`config.mk`:
```
export PLATFORM = sky130hd
export DESIGN_NAME = isqrt_req_arbiter
export DESIGN_NICKNAME = d
export VERILOG_FILES = /design/src/rtl/isqrt_req_arbiter.sv
export SDC_FILE = /design/constraint.sdc
export NUM_CORES = 1
export LEC_CHECK = 0
export BUFFER_PORTS_ARGS = -buffer_cell sky130_fd_sc_hd__buf_2
export CAP_MARGIN = 15
export CORE_MARGIN = 10
export CORE_UTILIZATION = 47
export DETAILED_ROUTE_END_ITERATION = 12
export HOLD_SLACK_MARGIN = 0.05
export PLACE_DENSITY = 0.82
export SLEW_MARGIN = 20
export SYNTH_ARGS = -nofsm -noshare
export SYNTH_HDL_FRONTEND = slang
export SYNTH_SLANG_ARGS = --single-unit
```
`constraint.sdc`:
```
create_clock -name clk -period 3.8 [get_ports clk]
set_input_delay 0 -clock clk [delete_from_list [all_inputs] [get_ports clk]]
set_output_delay 0 -clock clk [all_outputs]
set_load 0.02 [all_outputs]
```
`src/rtl/isqrt_req_arbiter.sv`:
```
// isqrt_req_arbiter
// Round-robin front end that shares one fixed-latency InvertSQRoot pipeline
// between NREQ requesters. It makes one grant per cycle and registers the
// issue (sq_ce/sq_din). Each issue is tagged with the requester id, and each
// returning result is routed back to the requester that issued it.
// Optional feature: define ISQRT_ARB_TAG_CHECK_EN to add the sticky tag_err
// output. tag_err flags any cycle where sq_valid disagrees with the tag pipe.
module isqrt_req_arbiter #(
    parameter int NREQ    = 4,
    parameter int IDW     = 2,
    parameter int LATENCY = 8
) (
    input  logic               clk,
    input  logic               rst,
    input  logic               arb_en,
    input  logic [NREQ-1:0]    req_valid,
    input  logic [NREQ*32-1:0] req_data,
    output logic [NREQ-1:0]    req_ready,
    output logic               sq_ce,
    output logic [31:0]        sq_din,
    input  logic               sq_valid,
    input  logic [31:0]        sq_dout,
    output logic [NREQ-1:0]    resp_valid,
    output logic [31:0]        resp_data,
    output logic [IDW-1:0]     resp_id,
    output logic [IDW+3:0]     inflight,
`ifdef ISQRT_ARB_TAG_CHECK_EN
    output logic               tag_err,
`endif
    output logic               busy
);

    typedef struct packed {
        logic           vld;
        logic [IDW-1:0] id;
    } tag_t;

    logic [IDW-1:0]  ptr_q, ptr_d;
    logic [IDW-1:0]  grant_id;
    logic [IDW-1:0]  cand;
    logic            grant_found;
    logic            accept;

    logic            sq_ce_q, sq_ce_d;
    logic [31:0]     sq_din_q, sq_din_d;
    logic [IDW-1:0]  issue_id_q, issue_id_d;

    tag_t            tag_pipe_q [LATENCY];
    tag_t            tag_pipe_d [LATENCY];
    tag_t            tag_out;

    logic [NREQ-1:0] resp_valid_q, resp_valid_d;
    logic [31:0]     resp_data_q, resp_data_d;
    logic [IDW-1:0]  resp_id_q, resp_id_d;
    logic [IDW+3:0]  inflight_q, inflight_d;

    assign tag_out = tag_pipe_q[LATENCY-1];

    // Cyclic search for the first pending request at or after the pointer.
    // The grant is gated by arb_en and by reset.
    always_comb begin
        // NOTE: every variable gets a default first, so no path leaves it unassigned and no latch is inferred.
        grant_found = 1'b0;
        grant_id    = '0;
        cand        = '0;
        for (int k = 0; k < NREQ; k++) begin
            cand = IDW'((int'(ptr_q) + k) % NREQ);
            if (!grant_found && req_valid[cand]) begin
                grant_found = 1'b1;
                grant_id    = cand;
            end
        end
        req_ready = (grant_found && arb_en && rst) ? (NREQ'(1) << grant_id) : '0;
    end

    assign accept = |req_ready;

    // Issue stage: pointer advance, registered strobe/operand, and the id of the issue.
    always_comb begin
        ptr_d      = ptr_q;
        sq_ce_d    = accept;
        sq_din_d   = sq_din_q;
        issue_id_d = issue_id_q;
        if (accept) begin
            ptr_d      = (grant_id == IDW'(NREQ - 1)) ? '0 : grant_id + IDW'(1);
            sq_din_d   = req_data[32*grant_id +: 32];
            issue_id_d = grant_id;
        end
    end

    // Tag pipe shifts {issue strobe, id}, so its output lines up with sq_valid.
    always_comb begin
        tag_pipe_d    = tag_pipe_q;
        tag_pipe_d[0] = tag_t'{vld: sq_ce_q, id: issue_id_q};
        for (int s = 1; s < LATENCY; s++) begin
            tag_pipe_d[s] = tag_pipe_q[s-1];
        end
    end

    // Response routing from the tag pipe output, plus the in-flight count.
    always_comb begin
        resp_valid_d = '0;
        resp_data_d  = resp_data_q;
        resp_id_d    = resp_id_q;
        if (tag_out.vld) begin
            resp_valid_d = NREQ'(1) << tag_out.id;
            resp_data_d  = sq_dout;
            resp_id_d    = tag_out.id;
        end
        case ({sq_ce_q, tag_out.vld})
            2'b10:   inflight_d = inflight_q + 1'b1;
            2'b01:   inflight_d = inflight_q - 1'b1;
            default: inflight_d = inflight_q;
        endcase
    end

    // State registers. Reset discards every in-flight tag.
    always_ff @(posedge clk or negedge rst) begin
        if (!rst) begin
            ptr_q        <= '0;
            sq_ce_q      <= 1'b0;
            sq_din_q     <= '0;
            issue_id_q   <= '0;
            // NOTE: the tag pipe is reset (unlike a data RAM) because stale valid bits would emit phantom responses.
            tag_pipe_q   <= '{default: '0};
            resp_valid_q <= '0;
            resp_data_q  <= '0;
            resp_id_q    <= '0;
            inflight_q   <= '0;
        end else begin
            // NOTE: non-blocking assignments keep every register sampling pre-edge values, so the shift order does not matter.
            ptr_q        <= ptr_d;
            sq_ce_q      <= sq_ce_d;
            sq_din_q     <= sq_din_d;
            issue_id_q   <= issue_id_d;
            tag_pipe_q   <= tag_pipe_d;
            resp_valid_q <= resp_valid_d;
            resp_data_q  <= resp_data_d;
            resp_id_q    <= resp_id_d;
            inflight_q   <= inflight_d;
        end
    end

`ifdef ISQRT_ARB_TAG_CHECK_EN
    logic tag_err_q, tag_err_d;

    // Sticky flag: the pipeline's valid strobe disagreed with our tag bookkeeping.
    always_comb begin
        tag_err_d = tag_err_q | (sq_valid != tag_out.vld);
    end

    // Error flag register, cleared only by reset.
    always_ff @(posedge clk or negedge rst) begin
        if (!rst) begin
            tag_err_q <= 1'b0;
        end else begin
            tag_err_q <= tag_err_d;
        end
    end

    assign tag_err = tag_err_q;
`else
    // Responses are driven by the tag pipe alone, so the pipeline strobe is not needed.
    logic unused_sq_valid;
    assign unused_sq_valid = sq_valid;
`endif

    assign sq_ce      = sq_ce_q;
    assign sq_din     = sq_din_q;
    assign resp_valid = resp_valid_q;
    assign resp_data  = resp_data_q;
    assign resp_id    = resp_id_q;
    assign inflight   = inflight_q;
    assign busy       = (inflight_q != '0) | sq_ce_q;

endmodule

```
==> impl_metrics.py <==
metrics = {
    "global_routing": {
        "via_count_of_the_first_global_routing_pass": 5723,
        "initial_antenna_violation_count": 1,
        "globalRouteOverflowTotal": 0,
        "grt_first_pass_wirelength_mm": 30.3,
        "grtUsageTotal_pct": 23.1,
        "grt_max_degree": 66,
    },
    "critical_path": {
        "worst-setup-path-type": "flip-flop to flip-flop",
        "worst_r2r_path_depth": 12,
        "worst_ep_arrival_time_ps": 3840,
        "worst_ep_required_time_ps": 4070,
        "cp-start-kind": "flip-flop",
        "crit_fanout": 20,
        "timing.critical_path.to_type": "flip-flop",
    },
    "drt": {
        "wirelength_mm": 19.4,
        "postRouteAntennaNets": 0,
        "routed_wire_length_per_instance_um": 20.0,
        "firstDrtPassIters": 5,
        "detail_route.vias_per_cell": 5.63,
        "drt_drc_violations_left": 0,
        "vias": 5465,
        "dr.first_iter.drc_count": 428,
    },
    "synthesis": {
        "avgSynthCellArea_sq_um": 10.2,
        "yosysTopAreaCell": "dfrtp_1",
        "synth.net_count": 699,
        "synthesis.yosys.warnings": 0,
        "yosysSeqAreaShare_pct": 49.0,
        "synth_top_area_share_pct": 49.0,
        "ys_top_cells_by_area": "dfrtp_1, a211oi_1, a31oi_1",
        "synth_ff_type": "dfrtp_1",
        "synth_edf_count": 0,
        "synth-seq-cells": 105,
        "yosysUniqueCellTypes": 43,
        "syn_area_sq_um": 5360,
        "netlist_instances": 523,
        "async_reset_ff_share_pct": 100,
    },
    "layout": {
        "drive_above_1_share_pct": 38.2,
        "num-fill-cells": 808,
        "layout_area_overhead_pct": 44.2,
        "most_frequent_cells_in_the_layout": "buf_2, dfrtp_1, dlygate4sd3_1",
        "layout_commonest_cell": "buf_2",
        "nNetsFinal": 1001,
        "final_util_pct": 70.3,
    },
    "clock_network": {
        "cts_inserted_buffers": 9,
        "ctsHtreeMaxLevel": 3,
        "cts_max_path_buffers": 2,
        "post_cts.resized_instances": 0,
        "clock_latency_ps": 340,
        "clk_root_buffer_cell": "clkbuf_16",
        "clkSinkCount": 105,
        "cts_tree": "yes",
        "clk_pin_slew_worst_paths_ps": 80,
    },
    "floorplan": {
        "die-height_um": 127,
        "floorplan.rows": 38,
        "number_of_i_o_pins": 250,
        "die_area_sq_um": 16100,
        "die_w_um": 127,
        "design.core.area_sq_um": 11000,
        "initial_utilization_pct": 48.8,
    },
    "timing": {
        "tns_ps": 0,
        "final_min_period_over_clock_period_pct": 93.9,
        "timing.final.setup_violations": 0,
        "fin_skew_ps": 5.98,
        "max_slew.worst_pin.slew_ps": 918,
        "final-hold-violation-count": 0,
        "grt_setup_unrepaired": "no",
        "setup_slack_ps": 233,
        "finalMaxSlewViolations": 0,
        "timing.max_slew.rel_slack_pct": 38.8,
        "layout_min_cycle_time_ps": 3570,
        "max_freq_ghz": 0.280,
    },
    "place": {
        "place_ws_ps": 845,
        "dp_hpwl_mm": 12.9,
        "numPortBuffers": 248,
        "gp_congestion": 0.862,
    },
    "hold_path": {
        "min-delay-path-class": "input port to flip-flop",
        "whs_path_depth": 3,
    },
    "power": {
        "power.leakage_nw": 3.88,
        "vdd_drop_max_v": 0.000783,
        "p_per_area_nw_per_um2": 720,
    },
    "outcome": {
        "run_status": "finished, final reports clean",
    },
    "flow_run": {
        "drv_cap": 0,
    },
}
-- stage by stage --
| stage | power [W] | std cells | hold WS [ps] | area [sq um] |
|---|---|---|---|---|
| after detailed placement | 0.00437 | 872 | 78.2 | 6590 |
| after floorplan | 0.00352 | 523 | -296 | 5360 |
| after global routing | 0.00589 | 971 | 68.0 | 7720 |
| after CTS | 0.00556 | 970 | 50.0 | 7720 |
| final | 0.00556 | 971 | 42.9 | 7720 |
| after global placement | 0.00425 | 872 | 63.4 | 6590 |
-- area by class of cell --
cell class / instances / area (sq um) / area share (%)
antenna: 1 / 2.50 / 0.0324
clock buffer: 9 / 225 / 2.92
clock inverter: 7 / 88.8 / 1.15
inverter: 74 / 280 / 3.63
multi-input combinational: 294 / 2180 / 28.2
sequential: 105 / 2630 / 34.0
tap: 140 / 175 / 2.27
timing repair buffer: 341 / 2150 / 27.8
-- cell families after synthesis --
logic type | synth area share [%]
AOI/OAI and AO/OA | 26.1
xor gates and xnor gates | 0.817
and+or+nand+nor | 3.83
adders and majority gates | 2.01
muxes | 7.68
buffers and inverters | 10.5
DFF | 49.0
-- cells in the mapped netlist, types with 2 or more instances --
| cell | number |
|---|---|
| buf_1 | 2 |
| buf_6 | 10 |
| nand2b_1 | 2 |
| and2_1 | 2 |
| ha_1 | 7 |
| nor3b_1 | 3 |
| dfrtp_1 | 105 |
| a31oi_1 | 64 |
| clkbuf_1 | 25 |
| nor3_1 | 4 |
| nor4_1 | 4 |
| inv_1 | 72 |
| buf_2 | 12 |
| mux2_2 | 33 |
| and3_1 | 2 |
| a21oi_1 | 2 |
| a211oi_1 | 64 |
| nand2_1 | 8 |
| o21ai_0 | 38 |
| xor2_1 | 3 |
| a21o_1 | 2 |
| nor2_1 | 5 |
| o31ai_1 | 32 |
| xnor2_1 | 2 |
| mux2_4 | 2 |
-- worst paths after layout --
kind | startpoint | slack, ps | endpoint
hold / removal | req_data[110] | 40 | sq_din[14]
max in group asynchronous | rst | 2420 | sq_din[0]
setup reg to reg | ptr_q[1] | 230 | sq_din[18]
min in group asynchronous | rst | 230 | sq_din[29]
hold reg to reg | tag_pipe_d[20] | 350 | tag_pipe_d[17]
setup / recovery | ptr_q[1] | 230 | sq_din[18]
-- sequential cells by signal (all words and copies together) (netlist names), 2 cells and up --
name        flops
sq_din         32
tag_pipe_d     21
issue_id_q      2
tag_out         3
ptr_q           2
resp_data      32
resp_id         2
resp_valid      4
inflight        6
-- where the power goes --
group	switching, W	internal (W)	leakage (nW)	total [W]
registers	0.000281	0.00161	1.29	0.00189
clock network	0.000434	0.000526	0.155	0.000960
logic	0.00164	0.00107	2.44	0.00271
total	0.00235	0.00321	3.88	0.00556
-- timing repair --
| item | in CTS | in global routing |
|---|---|---|
| endpoints found under the hold margin | 111 | 0 |
| buffers inserted | 0 | 0 |
| hold buffers | 82 | 0 |
-- worst max-delay path, stage by stage, from the launching register on --
cell and delay [ps]:
dfrtp_1 450, nand2b_1 180, a21o_2 220, and3_2 220
inv_1 160, ha_1 200, nor2_1 40, nor2_1 160
a31oi_4 40, or2_1 580, buf_4 360, o31ai_1 270
dlygate4sd3_1 600
-- per-layer routing --
metal	global-route usage [%]	part of all wire (%)
met3	5.12	8.2
met5	0	0
met4	9.58	2.5
met1	27.4	39
met2	39.6	50
No activity file was read; power rests on OpenSTA's default activity.
